**config.mk**
```make
export PLATFORM = sky130hd
export DESIGN_NAME = debug_display_monitor_flat
export DESIGN_NICKNAME = d
export VERILOG_FILES = /design/src/rtl/debug_display_monitor_if.sv /design/src/rtl/debug_display_monitor.sv /design/src/flat_wrapper.sv
export SDC_FILE = /design/constraint.sdc
export NUM_CORES = 1
export LEC_CHECK = 0
export ABC_CLOCK_PERIOD_IN_PS = 4900
export BUFFER_PORTS_ARGS = -buffer_cell sky130_fd_sc_hd__clkbuf_2
export CAP_MARGIN = 5
export CORE_MARGIN = 1.5
export CORE_UTILIZATION = 53
export DETAILED_ROUTE_END_ITERATION = 8
export PLACE_DENSITY_LB_ADDON = 0.1
export SYNTH_ARGS = -nofsm -noshare
export SYNTH_HDL_FRONTEND = slang
export SYNTH_SLANG_ARGS = --single-unit
```
**constraint.sdc**
```tcl
create_clock -name clk -period 4.9 [get_ports clk]
set_input_delay 0.49 -clock clk [delete_from_list [all_inputs] [get_ports clk]]
set_output_delay 0.49 -clock clk [all_outputs]
set_load 0.01 [all_outputs]
```
**src/rtl/debug_display_monitor_if.sv**
```systemverilog
// Interface bundling the debug display monitor's data, button and display signals.
// The master side drives the channels, select, freeze and raw buttons; the slave is the monitor.
interface debug_display_monitor_if #(
  parameter int NUM_CH  = 8,
  parameter int DATA_W  = 32,
  parameter int DIGITS  = DATA_W / 4,
  parameter int NUM_BTN = 5
);
  localparam int SEL_W = (NUM_CH > 1) ? $clog2(NUM_CH) : 1;

  logic [NUM_CH*DATA_W-1:0] dbg_in;
  logic [SEL_W-1:0]         sel;
  logic                     freeze;
  logic [NUM_BTN-1:0]       btn_raw;
  logic [NUM_BTN-1:0]       btn_level;
  logic [NUM_BTN-1:0]       btn_pulse;
  logic [DATA_W-1:0]        shown;
  logic [DIGITS-1:0]        num_an;
  logic [7:0]               num_csn;

  modport master (
    output dbg_in, sel, freeze, btn_raw,
    input  btn_level, btn_pulse, shown, num_an, num_csn
  );

  modport slave (
    input  dbg_in, sel, freeze, btn_raw,
    output btn_level, btn_pulse, shown, num_an, num_csn
  );
endinterface

```
**src/rtl/debug_display_monitor.sv**
```systemverilog
// Debug front-end: channel select with freeze, scanned hex seven-segment display,
// and per-button synchroniser/debouncer producing debounced levels and press pulses.
module debug_display_monitor #(
  parameter int NUM_CH          = 8,
  parameter int DATA_W          = 32,
  parameter int DIGITS          = DATA_W / 4,
  parameter int NUM_BTN         = 5,
  parameter int DEBOUNCE_CYCLES = 20000,
  parameter int SCAN_CYCLES     = 100000
) (
  input logic                   clk,
  input logic                   aresetn,
  debug_display_monitor_if.slave bus
);
  localparam int SEL_W = (NUM_CH > 1) ? $clog2(NUM_CH) : 1;
  localparam int DB_W  = (DEBOUNCE_CYCLES > 1) ? $clog2(DEBOUNCE_CYCLES) : 1;
  localparam int SC_W  = (SCAN_CYCLES > 1) ? $clog2(SCAN_CYCLES) : 1;
  localparam int DIG_W = (DIGITS > 1) ? $clog2(DIGITS) : 1;

  function automatic logic [6:0] seg7(input logic [3:0] v);
    logic [6:0] s;
    case (v)
      4'h0: s = 7'h3F;
      4'h1: s = 7'h06;
      4'h2: s = 7'h5B;
      4'h3: s = 7'h4F;
      4'h4: s = 7'h66;
      4'h5: s = 7'h6D;
      4'h6: s = 7'h7D;
      4'h7: s = 7'h07;
      4'h8: s = 7'h7F;
      4'h9: s = 7'h6F;
      4'hA: s = 7'h77;
      4'hB: s = 7'h7C;
      4'hC: s = 7'h39;
      4'hD: s = 7'h5E;
      4'hE: s = 7'h79;
      default: s = 7'h71;
    endcase
    return s;
  endfunction

  // ---------------------------------------------------------------- channel path
  logic [DATA_W-1:0] live;
  logic              freeze_q;
  logic [DATA_W-1:0] snap_q, snap_d;
  logic [DATA_W-1:0] shown_q, shown_d;

  // Out-of-range selects match no channel and therefore show zero.
  always_comb begin
    live = '0;
    for (int k = 0; k < NUM_CH; k++) begin
      if (bus.sel == SEL_W'(k)) begin
        live = bus.dbg_in[k*DATA_W +: DATA_W];
      end
    end
  end

  // The snapshot is taken from the same live value that would otherwise have been shown,
  // so the first frozen cycle already displays the captured word.
  always_comb begin
    snap_d  = snap_q;
    shown_d = live;
    if (bus.freeze && !freeze_q) begin
      snap_d = live;
    end
    if (bus.freeze) begin
      shown_d = snap_d;
    end
  end

  always_ff @(posedge clk or negedge aresetn) begin
    if (!aresetn) begin
      freeze_q <= 1'b0;
      snap_q   <= '0;
      shown_q  <= '0;
    end else begin
      freeze_q <= bus.freeze;
      snap_q   <= snap_d;
      shown_q  <= shown_d;
    end
  end

  assign bus.shown = shown_q;

  // ---------------------------------------------------------------- debounce
  logic [NUM_BTN-1:0] level_vec;
  logic [NUM_BTN-1:0] pulse_vec;

  genvar gi;
  generate
    for (gi = 0; gi < NUM_BTN; gi++) begin : g_btn
      logic [1:0]      sync_q;
      logic [DB_W-1:0] cnt_q, cnt_d;
      logic            level_q, level_d;
      logic            level_dly_q;
      logic            pulse_q;

      always_comb begin
        cnt_d   = '0;
        level_d = level_q;
        if (sync_q[1] != level_q) begin
          if (cnt_q == DB_W'(DEBOUNCE_CYCLES - 1)) begin
            level_d = sync_q[1];
          end else begin
            cnt_d = cnt_q + 1'b1;
          end
        end
      end

      always_ff @(posedge clk or negedge aresetn) begin
        if (!aresetn) begin
          sync_q      <= 2'b00;
          cnt_q       <= '0;
          level_q     <= 1'b0;
          level_dly_q <= 1'b0;
          pulse_q     <= 1'b0;
        end else begin
          sync_q      <= {sync_q[0], bus.btn_raw[gi]};
          cnt_q       <= cnt_d;
          level_q     <= level_d;
          level_dly_q <= level_q;
          pulse_q     <= level_q & ~level_dly_q;
        end
      end

      assign level_vec[gi] = level_q;
      assign pulse_vec[gi] = pulse_q;
    end
  endgenerate

  assign bus.btn_level = level_vec;
  assign bus.btn_pulse = pulse_vec;

  // ---------------------------------------------------------------- display scan
  logic [SC_W-1:0]   scan_cnt_q, scan_cnt_d;
  logic [DIG_W-1:0]  digit_q, digit_d;
  logic [DIGITS-1:0] num_an_q, num_an_d;
  logic [7:0]        num_csn_q, num_csn_d;
  logic [3:0]        nibble;

  always_comb begin
    scan_cnt_d = scan_cnt_q + 1'b1;
    digit_d    = digit_q;
    if (scan_cnt_q == SC_W'(SCAN_CYCLES - 1)) begin
      scan_cnt_d = '0;
      digit_d    = (digit_q == DIG_W'(DIGITS - 1)) ? '0 : digit_q + 1'b1;
    end
  end

  // Anode and segment patterns derive from the same digit index and register together.
  always_comb begin
    nibble   = 4'h0;
    num_an_d = '1;
    for (int d = 0; d < DIGITS; d++) begin
      if (digit_q == DIG_W'(d)) begin
        nibble      = shown_q[d*4 +: 4];
        num_an_d[d] = 1'b0;
      end
    end
    num_csn_d = ~{1'b0, seg7(nibble)};
  end

  always_ff @(posedge clk or negedge aresetn) begin
    if (!aresetn) begin
      scan_cnt_q <= '0;
      digit_q    <= '0;
      num_an_q   <= '1;
      num_csn_q  <= 8'hFF;
    end else begin
      scan_cnt_q <= scan_cnt_d;
      digit_q    <= digit_d;
      num_an_q   <= num_an_d;
      num_csn_q  <= num_csn_d;
    end
  end

  assign bus.num_an  = num_an_q;
  assign bus.num_csn = num_csn_q;
endmodule
```
**src/flat_wrapper.sv**
```systemverilog
// flat-port wrapper written by rule: the top's interface ports become plain ports
module debug_display_monitor_flat 
#(
  parameter int NUM_CH          = 8,
  parameter int DATA_W          = 32,
  parameter int DIGITS          = DATA_W / 4,
  parameter int NUM_BTN         = 5,
  parameter int DEBOUNCE_CYCLES = 20000,
  parameter int SCAN_CYCLES     = 100000
)
  (clk, aresetn, bus_dbg_in, bus_sel, bus_freeze, bus_btn_raw, bus_btn_level, bus_btn_pulse, bus_shown, bus_num_an, bus_num_csn);
  debug_display_monitor_if #(.NUM_CH(NUM_CH), .DATA_W(DATA_W), .DIGITS(DIGITS), .NUM_BTN(NUM_BTN)) bus_i ();
  input logic clk;
  input logic aresetn;
  input wire logic [$bits(bus_i.dbg_in)-1:0] bus_dbg_in;
  input wire logic [$bits(bus_i.sel)-1:0] bus_sel;
  input wire logic [$bits(bus_i.freeze)-1:0] bus_freeze;
  input wire logic [$bits(bus_i.btn_raw)-1:0] bus_btn_raw;
  output wire logic [$bits(bus_i.btn_level)-1:0] bus_btn_level;
  output wire logic [$bits(bus_i.btn_pulse)-1:0] bus_btn_pulse;
  output wire logic [$bits(bus_i.shown)-1:0] bus_shown;
  output wire logic [$bits(bus_i.num_an)-1:0] bus_num_an;
  output wire logic [$bits(bus_i.num_csn)-1:0] bus_num_csn;
  assign bus_i.dbg_in = bus_dbg_in;
  assign bus_i.sel = bus_sel;
  assign bus_i.freeze = bus_freeze;
  assign bus_i.btn_raw = bus_btn_raw;
  assign bus_btn_level = bus_i.btn_level;
  assign bus_btn_pulse = bus_i.btn_pulse;
  assign bus_shown = bus_i.shown;
  assign bus_num_an = bus_i.num_an;
  assign bus_num_csn = bus_i.num_csn;
  debug_display_monitor #(.NUM_CH(NUM_CH), .DATA_W(DATA_W), .DIGITS(DIGITS), .NUM_BTN(NUM_BTN), .DEBOUNCE_CYCLES(DEBOUNCE_CYCLES), .SCAN_CYCLES(SCAN_CYCLES)) u_core (.clk(clk), .aresetn(aresetn), .bus(bus_i));
endmodule
```
# After elaboration in Yosys (flattened, before gate mapping)
# Memories as Yosys holds them, arrays and structs flattened.
# Cells that the tools add are included.
# word_totals
regBits,201
rom_bits,112
inputBits,267
mem_count,1
# classes
addsub,7
n_eq_ne,25
mux,38
bitwise,11
reduce_logical,9
# mem_list
memory,depth,width,read_ports,rd_ports_with_merged_regs,wr,line,text
(name not given),16,7,1,0,0,debug_display_monitor.sv:22,case (v)
# op_table
cell,count
2-to-1 mux 32 bit,10
2-to-1 mux 15 bit,10
"adder 15 x 1 -> 15 bit, second input constant",5
"equality test 15 bit, second input constant",5
2-to-1 mux 4 bit,8
"equality test 3 bit, second input constant",8
"adder 17 x 1 -> 17 bit, second input constant",1
"equality test 17 bit, second input constant",1
2-to-1 mux 17 bit,1
"equality test 3 x 2 -> 1 bit, second input constant",4
AND reduction 2 bit,5
2-to-1 mux 1 bit,8
NOT 7 -> 8 bit,1
"equality test 3 x 1 -> 1 bit, second input constant",2
logical NOT 3 bit,2
AND 1 bit,5
inequality test 1 bit,5
NOT 1 bit,5
"adder 3 x 1 -> 3 bit, second input constant",1
2-to-1 mux 3 bit,1
logical AND 1 bit,1
logical NOT 1 bit,1

# Longest topological paths before layout
# logic_depth
ltp_word,11
ltp_mapped,12
mapped_depth_nobuf,11

# Worst setup path before layout
# OpenSTA, ideal clock, no wires.
# synth_timing
path_type,reg-to-reg
start,register u_core.digit_q[0]
end,"register u_core.num_csn_q[3], in the netlist u_core.bus.num_csn[3]"
t_arrival_ns,2.674
slack_ns,2.133
path_stages_with_launch,12
n_path_buf,2
path_cell_list,dfrtp_1 -> inv_1 -> ha_1 -> buf_2 -> buf_2 -> a221oi_1 -> a2111oi_0 -> nor3_1 -> a2bb2oi_1 -> inv_1 -> ha_1 -> mux4_2
# synth_via
elab_chain_cells,11
# synth_lines
item,line,text
from (decl),debug_display_monitor.sv:137,"logic [DIG_W-1:0] digit_q, digit_d;"
from (signal assigned),debug_display_monitor.sv:172,digit_q <= digit_d;
logical NOT 3 bit,debug_display_monitor.sv:156,if (digit_q == DIG_W'(d)) begin
2-to-1 mux 4 bit (7 in series),debug_display_monitor.sv:156,
2-to-1 mux 4 bit (*),debug_display_monitor.sv:156,
memory read (16 x 7 bit) (*),-,
NOT 7 -> 8 bit (*),debug_display_monitor.sv:161,"num_csn_d = ~{1'b0, seg7(nibble)};"
via u_core.num_csn_d[3],debug_display_monitor.sv:139,"logic [7:0] num_csn_q, num_csn_d;"
to (signal assigned),debug_display_monitor.sv:174,num_csn_q <= num_csn_d;
to (decl),debug_display_monitor.sv:139,
# Mark *: on every way through the listed nets, which the timed path passes. The rest lies on a longest branch.
# A chain may end at the register's enable or synchronous reset.

# Worst setup path in the final report
# layout_timing
start,register u_core.digit_q[1]
end,"register u_core.num_csn_q[3], in the netlist u_core.bus.num_csn[3]"
# Same word-level chain as after synthesis.

==> impl_summary.txt <==
----------------------------------------------------
[STA]
  Headroom to the max-slew limit ... 0.207
  Clock skew after layout ... 0.0106 ns
  Slew Limit Fails ... 0
  Achievable Freq ... 305 MHz
  Worst-Margin Slew ... 1.19 ns
  Post-layout min period ... 3.27 ns
  Share of the clock period used by the worst path ... 0.668
  Fin Setup TNS ... 0 ns
  Final Setup Violations ... 0
  Final-report hold violation count ... 0
  Setup ws final ... 1.63 ns
  Setup repair after global routing missed its margin ... false

[Worst setup path]
  Kind of end point of the critical path ... register
  Buf+Inv Stages, Crit Path ... 2
  Delay contributed by the slowest stage of the critical path ... 0.52 ns
  CP top delay family ... compound AO/OA/AOI/OAI gates
  Cells along the critical path ... inv_1 -> ha_1 -> nor2b_4 -> a221oi_1 -> a2111oi_0 -> nor3_1 -> a2bb2oi_1 -> inv_1 -> ha_1 -> mux4_2
  Critical path data arrival time ... 3.62 ns
  Slowest library cell on the worst path ... sky130_fd_sc_hd__ha_1
  Crit Path Category ... register to register
  Startpoint types ... register
  CP required ... 5.24 ns
  Maximum fanout count along the critical path ... 15

[Layout]
  Area growth from synthesis to final layout ... 20.9%
  Number of cells in the finished layout apart from fillers ... 1715
  Nets ... 1717
  Number of inserted filler cells in the final layout ... 1752
  Fraction of final layout cells sized beyond drive strength 1 ... 0.316

[Power]
  Pwr/cell area ... 302 mW/mm^2
  Cell internal power dissipation ... 2.91 mW
  Max VDD drop ... 0.000212 V
  Combinational Power Share ... 0.175
  Static leakage power ... 6.52 nW
  Clock power share ... 0.348
  Reg power frac ... 0.478
  Net switching power of the design ... 1.06 mW
  Switching share of power ... 0.266

[Detailed routing]
  Detailed-route DRC error count ... 0
  TritonRoute pass-1 iters ... 5
  Count of vias placed by the detailed router ... 9223
  Routed length per placed instance ... 17.3 um
  DRC violation total after the first TritonRoute iteration ... 723
  Total detailed-routing wirelength ... 29.6 mm
  Antenna-violating nets left ... 0
  Via count normalized by instance count ... 5.38

[Global route]
  Total overflow reported by the global router ... 0
  All-Layer GR Usage ... 0.283
  First-pass GRT wire length ... 47.5 mm
  Initial antenna violation count ... 1
  Pin count of the biggest net entering global routing ... 119
  Vias in the first global route ... 9228

[Synth]
  Dominant cell by count in the synthesized netlist ... sky130_fd_sc_hd__dfrtp_1
  Mean cell area of the mapped netlist ... 9.45 sq um
  Synth Net Count ... 1438
  Area leader, netlist ... sky130_fd_sc_hd__dfrtp_1
  Most frequent cells after synthesis ... sky130_fd_sc_hd__dfrtp_1, sky130_fd_sc_hd__nor2_1, sky130_fd_sc_hd__nand2_1
  Cell types occupying the most area after synthesis ... sky130_fd_sc_hd__dfrtp_1, sky130_fd_sc_hd__mux2_2, sky130_fd_sc_hd__nor2_1, sky130_fd_sc_hd__nand2_1, sky130_fd_sc_hd__xor2_1
  Post-synthesis sequential area ratio ... 0.461
  Number of enable-type register cells in the synthesized netlist ... 0
  Flip-flop and latch count after synthesis ... 200
  Post-synth ARST share ... 1.00
  Prevailing post-synth register cell ... sky130_fd_sc_hd__dfrtp_1
  Ys Warns ... 0
  Post-Synthesis Cell Area ... 0.0109 sq mm
  Share of Yosys cell area claimed by the top area cell type ... 0.425
  Distinct cells, synth ... 53
  Post-Syn Instances ... 1152

[Placement]
  Pre-CTS worst setup slack ... 1.65 ns
  Routability cong. ... 0.923
  Port bufs ... 323
  Count of placed standard cells including taps ... 1682
  HPWL after detailed placement ... 22.8 mm

[Run status]
  Outcome ... finished, final reports clean

[CTS]
  Number of buffers added by the clock tree synthesis step ... 17
  Clock tree buffer depth ... 2
  Clock sink count ... 200
  Clock network latency to the later pin of the worst-skew pair ... 0.43 ns
  TritonCTS clock tree ... done
  Clock-pin transition on the worst setup and hold timing paths ... 0.07 ns
  Number of hold buffers added after cts ... 0
  Post-CTS setup-driven buffer insertion count ... 0
  Clock root buffer master ... sky130_fd_sc_hd__clkbuf_16
  Number of levels in the clock H-tree ... 4
  Post-cts repair resize count ... 0

[Run]
  Max-cap check violation count ... 0

[Die]
  Number of placed I/O pins ... 325
  Chip height ... 146 um
  Placeable core region ... 0.0202 sq mm
  Floorplan die width ... 146 um
  Site Rows ... 52
  Initial Utilization ... 0.540
  Overall die area ... 0.0214 sq mm

[Min path]
  Type of the tightest min-delay check ... primary input to async pin

----------------------------------------------------
state kept, by name, indices dropped and copies added (netlist names):
name,count
u_core.freeze_q,1
u_core.g_btn.cnt_q,75
u_core.bus.num_csn,7
u_core.scan_cnt_q,17
u_core.digit_q,3
u_core.g_btn.level_dly_q,5
u_core.g_btn.pulse_q,5
u_core.snap_q,32
u_core.g_btn.level_q,5
u_core.bus.num_an,8
u_core.g_btn.sync_q,10
u_core.bus.shown,32
cell type report:
cell class | count | area [sq um] | area share
Timing Repair Buffer | 332 | 1690 | 0.129
Antenna cell | 1 | 2.50 | 0.000190
Clock buffer | 22 | 464 | 0.0353
Inverter | 55 | 206 | 0.0157
Tap cell | 270 | 338 | 0.0257
Multi-Input combinational cell | 825 | 5320 | 0.404
Sequential cell | 200 | 5020 | 0.382
Clock inverter | 10 | 118 | 0.00894
worst paths after layout:
check	cells after the start	slack, ns	endpoint	start
max in group asynchronous	2	3.57	u_core.bus.shown[18]$_DFF_PN0_	aresetn
max reg2reg	10	1.63	u_core.bus.num_csn[3]$_DFF_PN1_	u_core.digit_q[1]$_DFFE_PN0N_
max	10	1.63	u_core.bus.num_csn[3]$_DFF_PN1_	u_core.digit_q[1]$_DFFE_PN0N_
min reg2reg	0	0.35	u_core.g_btn[4].sync_q[1]$_DFF_PN0_	u_core.g_btn[4].sync_q[0]$_DFF_PN0_
min	1	0.16	u_core.g_btn[1].cnt_q[4]$_DFF_PN0_	aresetn
min in group clk	1	0.16	u_core.g_btn[3].sync_q[0]$_DFF_PN0_	bus_btn_raw[3]
layer usage:
metal  track usage  vias to the layer above  wire length, um
met4         0.121                        0              998
li1              -                     4482                -
met1         0.385                     4385            13000
met3        0.0484                       66             1580
met5             0                        -                0
met2         0.451                      290            14000
placed cells by master, fill, tap and decap left out, types with 4 or more instances in the layout:
cell	count
sky130_fd_sc_hd__ha_1	19
sky130_fd_sc_hd__dfrtp_1	185
sky130_fd_sc_hd__xnor2_1	30
sky130_fd_sc_hd__xor2_1	55
sky130_fd_sc_hd__o21ai_0	34
sky130_fd_sc_hd__nor3_1	13
sky130_fd_sc_hd__nand3_1	34
sky130_fd_sc_hd__nor4b_1	6
sky130_fd_sc_hd__mux2i_1	36
sky130_fd_sc_hd__mux2_2	65
sky130_fd_sc_hd__clkbuf_2	321
sky130_fd_sc_hd__nor2_1	165
sky130_fd_sc_hd__o22ai_1	4
sky130_fd_sc_hd__inv_1	55
sky130_fd_sc_hd__clkbuf_16	17
sky130_fd_sc_hd__a221oi_1	34
sky130_fd_sc_hd__a2bb2oi_1	31
sky130_fd_sc_hd__nand2b_1	9
sky130_fd_sc_hd__dfstp_2	15
sky130_fd_sc_hd__buf_4	9
sky130_fd_sc_hd__and3_1	9
sky130_fd_sc_hd__nand2_1	159
sky130_fd_sc_hd__nand4_1	26
sky130_fd_sc_hd__mux4_2	5
sky130_fd_sc_hd__o21ai_1	33
sky130_fd_sc_hd__a21oi_1	15
sky130_fd_sc_hd__nor2b_1	8
cells by family (layout without fill, tap and decap cells):
| group | after synthesis | after routing | share of synthesized area |
|---|---|---|---|
| flip-flops | 200 | 200 | 0.461 |
| buffers and inverters | 127 | 419 | 0.0515 |
| AO/OA/AOI/OAI | 167 | 167 | 0.105 |
| adder cells (fa/ha/maj) | 19 | 19 | 0.0218 |
| XOR/XNOR | 85 | 85 | 0.0684 |
| AND/OR/NAND/NOR | 446 | 446 | 0.180 |
| multiplexers | 107 | 107 | 0.112 |
| other | 1 | 2 | 0.000344 |
worst register-to-register path, stage by stage (launching register included):
cell                        delay, ns
sky130_fd_sc_hd__dfrtp_1         0.40
sky130_fd_sc_hd__inv_1           0.11
sky130_fd_sc_hd__ha_1            0.52
sky130_fd_sc_hd__nor2b_4         0.09
sky130_fd_sc_hd__a221oi_1        0.26
sky130_fd_sc_hd__a2111oi_0       0.13
sky130_fd_sc_hd__nor3_1          0.25
sky130_fd_sc_hd__a2bb2oi_1       0.51
sky130_fd_sc_hd__inv_1           0.17
sky130_fd_sc_hd__ha_1            0.29
sky130_fd_sc_hd__mux4_2          0.47
metrics by stage:
step | area, sq um | hold slack, ns | utilization | power [mW]
floorplan | 10900 | 0.194 | - | 2.29
global placement | 12600 | 0.336 | 0.624 | 2.61
detailed placement | 12600 | 0.335 | 0.624 | 2.62
CTS | 13200 | 0.142 | 0.652 | 4.00
global route | 13200 | 0.142 | 0.653 | 4.15
finish | 13200 | 0.160 | 0.653 | 3.97
power groups by stage:
stage | Sequential [mW] | Combinational [mW] | Clock (mW)
6_report | 1.90 | 0.693 | 1.38
5_1_grt | 1.91 | 0.765 | 1.48
4_1_cts | 1.90 | 0.695 | 1.41
3_5_place_dp | 1.93 | 0.691 | 0
3_3_place_gp | 1.92 | 0.682 | 0
2_1_floorplan | 1.91 | 0.375 | 0
Power figures use the tool's default switching activity.
